`config.mk`:
```
export PLATFORM = sky130hd
export DESIGN_NAME = reg_load_rr_arbiter_flat
export DESIGN_NICKNAME = d
export VERILOG_FILES = /design/src/rtl/reg_load_rr_arbiter_if.sv /design/src/rtl/reg_load_rr_arbiter.sv /design/src/flat_wrapper.sv
export SDC_FILE = /design/constraint.sdc
export NUM_CORES = 1
export LEC_CHECK = 0
export BUFFER_PORTS_ARGS = -buffer_cell sky130_fd_sc_hd__buf_2
export CAP_MARGIN = 15
export CELL_PAD_IN_SITES_DETAIL_PLACEMENT = 0
export CELL_PAD_IN_SITES_GLOBAL_PLACEMENT = 1
export CORE_UTILIZATION = 35
export DETAILED_ROUTE_END_ITERATION = 7
export PLACE_DENSITY_LB_ADDON = 0.3
export SYNTH_ARGS = -nofsm -noshare
export SYNTH_HDL_FRONTEND = slang
export SYNTH_SLANG_ARGS = --single-unit
```
`constraint.sdc`:
```
create_clock -name clk -period 2.56 [get_ports clk]
set_clock_uncertainty 0.1 [all_clocks]
set_input_delay 0.384 -clock clk [delete_from_list [all_inputs] [get_ports clk]]
set_output_delay 0.384 -clock clk [all_outputs]
set_load 0.02 [all_outputs]
```
`src/rtl/reg_load_rr_arbiter_if.sv`:
```
// Bus between the requesters and the shared load-register controller.
// The lock_in lane exists only when LOAD_LOCK_EN is defined.
interface reg_load_rr_arbiter_if #(
    parameter int NUM_REQ = 4,
    parameter int DATA_W  = 8
);
    localparam int OW = (NUM_REQ > 1) ? $clog2(NUM_REQ) : 1;

    // Handshake: a requester raises req_in[i] and holds it and its data lane stable
    // until ack_out[i] pulses. Dropping req_in[i] while granted but before LOAD aborts
    // that transaction; a drop during LOAD is ignored. It may re-request after ack.
    logic [NUM_REQ-1:0]        req_in;
    logic [NUM_REQ*DATA_W-1:0] data_in;
    logic [NUM_REQ-1:0]        gnt_out;
    logic                      en_out;
    logic [DATA_W-1:0]         q_out;
    logic [NUM_REQ-1:0]        ack_out;
    logic [OW-1:0]             owner_out;
    logic [1:0]                state_dbg;
`ifdef LOAD_LOCK_EN
    logic [NUM_REQ-1:0]        lock_in;

    modport slave  (input  req_in, data_in, lock_in,
                    output gnt_out, en_out, q_out, ack_out, owner_out, state_dbg);
    modport master (output req_in, data_in, lock_in,
                    input  gnt_out, en_out, q_out, ack_out, owner_out, state_dbg);
`else
    modport slave  (input  req_in, data_in,
                    output gnt_out, en_out, q_out, ack_out, owner_out, state_dbg);
    modport master (output req_in, data_in,
                    input  gnt_out, en_out, q_out, ack_out, owner_out, state_dbg);
`endif
endinterface

```
`src/rtl/reg_load_rr_arbiter.sv`:
```
// Round-robin controller for one shared load-enable register: grant, load pulse, update, ack.
// Optional LOAD_LOCK_EN lets the current owner keep the register across back-to-back loads.
module reg_load_rr_arbiter #(
    parameter int NUM_REQ = 4,
    parameter int DATA_W  = 8
) (
    input logic                  clk,
    input logic                  reset_ah_in,
    reg_load_rr_arbiter_if.slave bus
);
    localparam int OW = (NUM_REQ > 1) ? $clog2(NUM_REQ) : 1;

    typedef enum logic [1:0] {IDLE = 2'd0, ARB = 2'd1, LOAD = 2'd2, DONE = 2'd3} state_t;

    state_t             state, state_nxt;
    logic [OW-1:0]      ptr, owner, owner_inc, base, win_idx, cand_idx;
    logic [NUM_REQ-1:0] gnt, win_onehot, req;
    logic [DATA_W-1:0]  q;
    logic [DATA_W-1:0]  lanes [NUM_REQ];
    logic               win_found;
    int                 cand;

    assign req = bus.req_in;

    for (genvar g = 0; g < NUM_REQ; g++) begin : g_lane
        assign lanes[g] = bus.data_in[g*DATA_W +: DATA_W];
    end

    assign owner_inc = (owner == OW'(NUM_REQ - 1)) ? '0 : owner + OW'(1);

`ifdef LOAD_LOCK_EN
    logic lock_hold;
    // While a lock is pending the pointer was not advanced, so an unlocked
    // search must still start just past the owner.
    assign base = lock_hold ? owner_inc : ptr;
`else
    assign base = ptr;
`endif

    // Walk downward so the lowest offset from base (the first in rotation) wins last.
    always_comb begin
        win_found = 1'b0;
        win_idx   = '0;
        cand      = 0;
        cand_idx  = '0;
        for (int i = NUM_REQ - 1; i >= 0; i--) begin
            cand = int'(base) + i;
            if (cand >= NUM_REQ) cand = cand - NUM_REQ;
            cand_idx = OW'(cand);
            if (req[cand_idx]) begin
                win_found = 1'b1;
                win_idx   = cand_idx;
            end
        end
`ifdef LOAD_LOCK_EN
        if (lock_hold && req[owner]) begin
            win_found = 1'b1;
            win_idx   = owner;
        end
`endif
    end

    assign win_onehot = {{(NUM_REQ-1){1'b0}}, 1'b1} << win_idx;

    always_ff @(posedge clk or posedge reset_ah_in) begin
        if (reset_ah_in) state <= IDLE;
        else             state <= state_nxt;
    end

    always_comb begin
        state_nxt = state;
        case (state)
            IDLE:    if (win_found) state_nxt = ARB;
            ARB:     state_nxt = req[owner] ? LOAD : IDLE;
            LOAD:    state_nxt = DONE;
            DONE:    state_nxt = IDLE;
            default: state_nxt = IDLE;
        endcase
    end

    always_ff @(posedge clk or posedge reset_ah_in) begin
        if (reset_ah_in) begin
            gnt   <= '0;
            owner <= '0;
            ptr   <= '0;
            q     <= '0;
`ifdef LOAD_LOCK_EN
            lock_hold <= 1'b0;
`endif
        end else begin
            case (state)
                IDLE: if (win_found) begin
                    gnt   <= win_onehot;
                    owner <= win_idx;
`ifdef LOAD_LOCK_EN
                    lock_hold <= 1'b0;
`endif
                end
                ARB:  if (!req[owner]) gnt <= '0;
                LOAD: q <= lanes[owner];
                DONE: begin
                    gnt <= '0;
`ifdef LOAD_LOCK_EN
                    if (bus.lock_in[owner]) lock_hold <= 1'b1;
                    else                    ptr       <= owner_inc;
`else
                    ptr <= owner_inc;
`endif
                end
                default: gnt <= '0;
            endcase
        end
    end

    assign bus.gnt_out   = gnt;
    assign bus.en_out    = (state == LOAD);
    assign bus.ack_out   = (state == DONE) ? gnt : '0;
    assign bus.q_out     = q;
    assign bus.owner_out = owner;
    assign bus.state_dbg = state;
endmodule

```
`src/flat_wrapper.sv`:
```
// flat-port wrapper written by rule: the top's interface ports become plain ports
module reg_load_rr_arbiter_flat 
#(
    parameter int NUM_REQ = 4,
    parameter int DATA_W  = 8
)
  (clk, reset_ah_in, bus_req_in, bus_data_in, bus_gnt_out, bus_en_out, bus_q_out, bus_ack_out, bus_owner_out, bus_state_dbg);
  reg_load_rr_arbiter_if #(.NUM_REQ(NUM_REQ), .DATA_W(DATA_W)) bus_i ();
  input logic clk;
  input logic reset_ah_in;
  input wire logic [$bits(bus_i.req_in)-1:0] bus_req_in;
  input wire logic [$bits(bus_i.data_in)-1:0] bus_data_in;
  output wire logic [$bits(bus_i.gnt_out)-1:0] bus_gnt_out;
  output wire logic [$bits(bus_i.en_out)-1:0] bus_en_out;
  output wire logic [$bits(bus_i.q_out)-1:0] bus_q_out;
  output wire logic [$bits(bus_i.ack_out)-1:0] bus_ack_out;
  output wire logic [$bits(bus_i.owner_out)-1:0] bus_owner_out;
  output wire logic [$bits(bus_i.state_dbg)-1:0] bus_state_dbg;
  assign bus_i.req_in = bus_req_in;
  assign bus_i.data_in = bus_data_in;
  assign bus_gnt_out = bus_i.gnt_out;
  assign bus_en_out = bus_i.en_out;
  assign bus_q_out = bus_i.q_out;
  assign bus_ack_out = bus_i.ack_out;
  assign bus_owner_out = bus_i.owner_out;
  assign bus_state_dbg = bus_i.state_dbg;
  reg_load_rr_arbiter #(.NUM_REQ(NUM_REQ), .DATA_W(DATA_W)) u_core (.clk(clk), .reset_ah_in(reset_ah_in), .bus(bus_i));
endmodule
```
==> metrics <==
status=finished, violations left; failing checks=design-rule violations; FF-to-FF Start=u_core.bus.owner_out[1]$_DFFE_PP0P_; post-route insts no fill=176; Core Area=0.002829 mm²; post-detail-place hpwl=1900 µm; Lkg Pwr=0.7082 nW; clock latency on the worst-skew pair=0.30 ns; flop-to-flop setup slack=0.85 ns; Tmin final=2.119 ns; crit path max fanout=10; Rows=19; Met2 Wirelength=1226 µm; setup TNS=0 ns; die area=0.003304 mm²; clk sink count=18; Buf+Inv Stages, Crit Path=2; area grow syn2layout=31.71%; worst vdd rail ir drop=0.6927 mV; final design utilization=0.5015; post-route cell area=0.001419 mm²; Syn Inst Count=87; RSZ-0062 raised after global routing=false; Slew @ Worst Pin=0.6799 ns; most frequent cells in the layout=58 x buf_2, 18 x dfrtp_1, 10 x mux2_2, 8 x mux4_2, 7 x nand2_1; Combinational Power Share=0.551; clock share of power=0.105; Ports=59; CP arrival=1.64 ns; max layer used=met4; die width=57.48 µm; die height=57.48 µm; vias=964; DR iter-0 viols=31; vias in the first global route=902; syn_area_per_cell=12.38 µm²; Int Power=0.9614 mW; Clock Path Buffers=2; sequential element share of the synthesized area=0.4181; number of port buffers=58; WL final=2470 µm; Top delay family on crit path=flip-flops; CP max stage delay=0.53 ns; Crit Path Class=reg -> out; Root Buffer=clkbuf_4; GRT Overall Usage=0.1582; Tcrit/Tclk final=0.8279; cts hold-fix bufs=0; ANT nets after route=0; post-CTS setup repair buffer count=0; DRC=5; NetSw=0.7223 mW; post-cts sizing count=0; final setup margin=0.4406 ns; ANT cells=0; Slew Viols, Final=0; worst hold slack=0.06369 ns; Final Hold Viols=0; Total Power=1.684 mW; PwrDens=1187 mW/mm²; worst hold path class=in -> async; met3 WL=177 µm; gpl congestion=0.7399; Initial Util=0.3808; WP data required=2.08 ns; Synth Cell Area=0.001077 mm²; relative slew slack=0.5462; fill cell count=281; CP max-delay cell=dfrtp_1; total number of yosys warnings=0; switching power share of the total=0.4290; global-route wire length before repair=3967 µm; flip-flop and latch count after synthesis=18; Critical Path, Cell by Cell=inv_1 > nor2_2 > buf_2; Critical R2R Capture=u_core.bus.gnt_out[2]$_DFFE_PP0P_; type of origin of the critical path=flop; sequential cell area=450.4 µm²; drt wl/cell=14.03 µm; dpl cell area=0.001383 mm²; Setup violations, final=0; routed vias/inst=5.477; Initial DRT Pass Iterations=6; CTS tree=yes; Clk pin slew, worst setup/hold paths=0.11 ns; largest net degree at the start of global routing=19; global route overflow=0; sequential cell fraction of total power=0.344; Max Freq=0.4718 GHz; commonest non-fill, non-tap cell in the layout=buf_2; initial antenna violation count=0; Placed Cells=172; max-cap viol count=0; H-tree Lvls=1; total CTS buffers=3; R2R cell count=4; syn_nets=126; CP Capture Type=primary output; WL met1=1051 µm; Yosys cell types=33; pre-CTS setup slack=0.7865 ns; multi-input logic area=584.3 µm²; fin nets=185; share of cells above drive strength 1=0.6069
[logic make-up after synthesis]
group / share of synthesized area
buffers and inverters: 0.03949
AO/OA/AOI/OAI: 0.1324
multiplexers: 0.2904
flip-flops: 0.4181
AND/OR/NAND/NOR: 0.1080
adder cells (fa/ha/maj): 0.01161
[Yosys cell counts, drive strengths merged]
library cell | number | share of area
dfrtp | 18 | 0.42
mux2 | 10 | 0.10
mux4 | 8 | 0.17
nand2 | 7 | 0.024
a21oi | 4 | 0.019
and3 | 4 | 0.023
nor2 | 4 | 0.016
buf | 3 | 0.022
inv | 3 | 0.010
a31o | 2 | 0.016
a32o | 2 | 0.019
clkbuf | 2 | 0.0070
mux2i | 2 | 0.019
nor3 | 2 | 0.0093
o21ai | 2 | 0.0093
o32ai | 2 | 0.023
or3 | 2 | 0.016
a21o | 1 | 0.0070
a31oi | 1 | 0.0058
ha | 1 | 0.012
nand2b | 1 | 0.0058
nor3b | 1 | 0.0070
nor4 | 1 | 0.0058
o21a | 1 | 0.0070
o221a | 1 | 0.010
o22a | 1 | 0.0093
o31ai | 1 | 0.0070
[registers in the layout, indices dropped and copies added (netlist names), named ones only]
register / cells
u_core.base: 2
u_core.bus.gnt_out: 4
u_core.bus.owner_out: 2
u_core.bus.q_out: 8
u_core.bus.state_dbg: 1
[metal layers]
metal,vias to the layer above,GRT usage
met5,-,0
met4,0,0.02091
met3,2,0.04989
met2,38,0.2774
met1,469,0.1953
li1,455,-
[worst max-delay path by stage]
| stage | depth (start not counted) | slack [ns] | endpoint | startpoint |
|---|---|---|---|---|
| floorplan | 3 | 0.82 | u_core.bus.q_out[1]$_DFFE_PP0P_ | u_core.bus.owner_out[0]$_DFFE_PP0P_ |
| global placement | 3 | 0.77 | bus_en_out | flop |
| detailed placement | 3 | 0.79 | bus_en_out | flop |
| CTS | 3 | 0.42 | bus_en_out | flop |
| global route | 3 | 0.31 | bus_en_out | flop |
| finish | 3 | 0.44 | bus_en_out | flop |
[power by group through the flow]
stage / registers, mW / clock network, mW / logic [mW]
3_3_place_gp: 0.578 / 0 / 0.932
4_1_cts: 0.582 / 0.184 / 0.940
6_report: 0.580 / 0.177 / 0.927
2_1_floorplan: 0.673 / 0 / 0.600
3_5_place_dp: 0.584 / 0 / 0.939
5_1_grt: 0.608 / 0.196 / 1.01
[layout make-up]
class	instances	share of cell area
inverter	3	0.007937
clock buffer	4	0.02557
timing repair buffer	59	0.2099
tap	31	0.02734
sequential	18	0.3175
multi-input combinational	61	0.4118
Power figures use the tool's default switching activity.
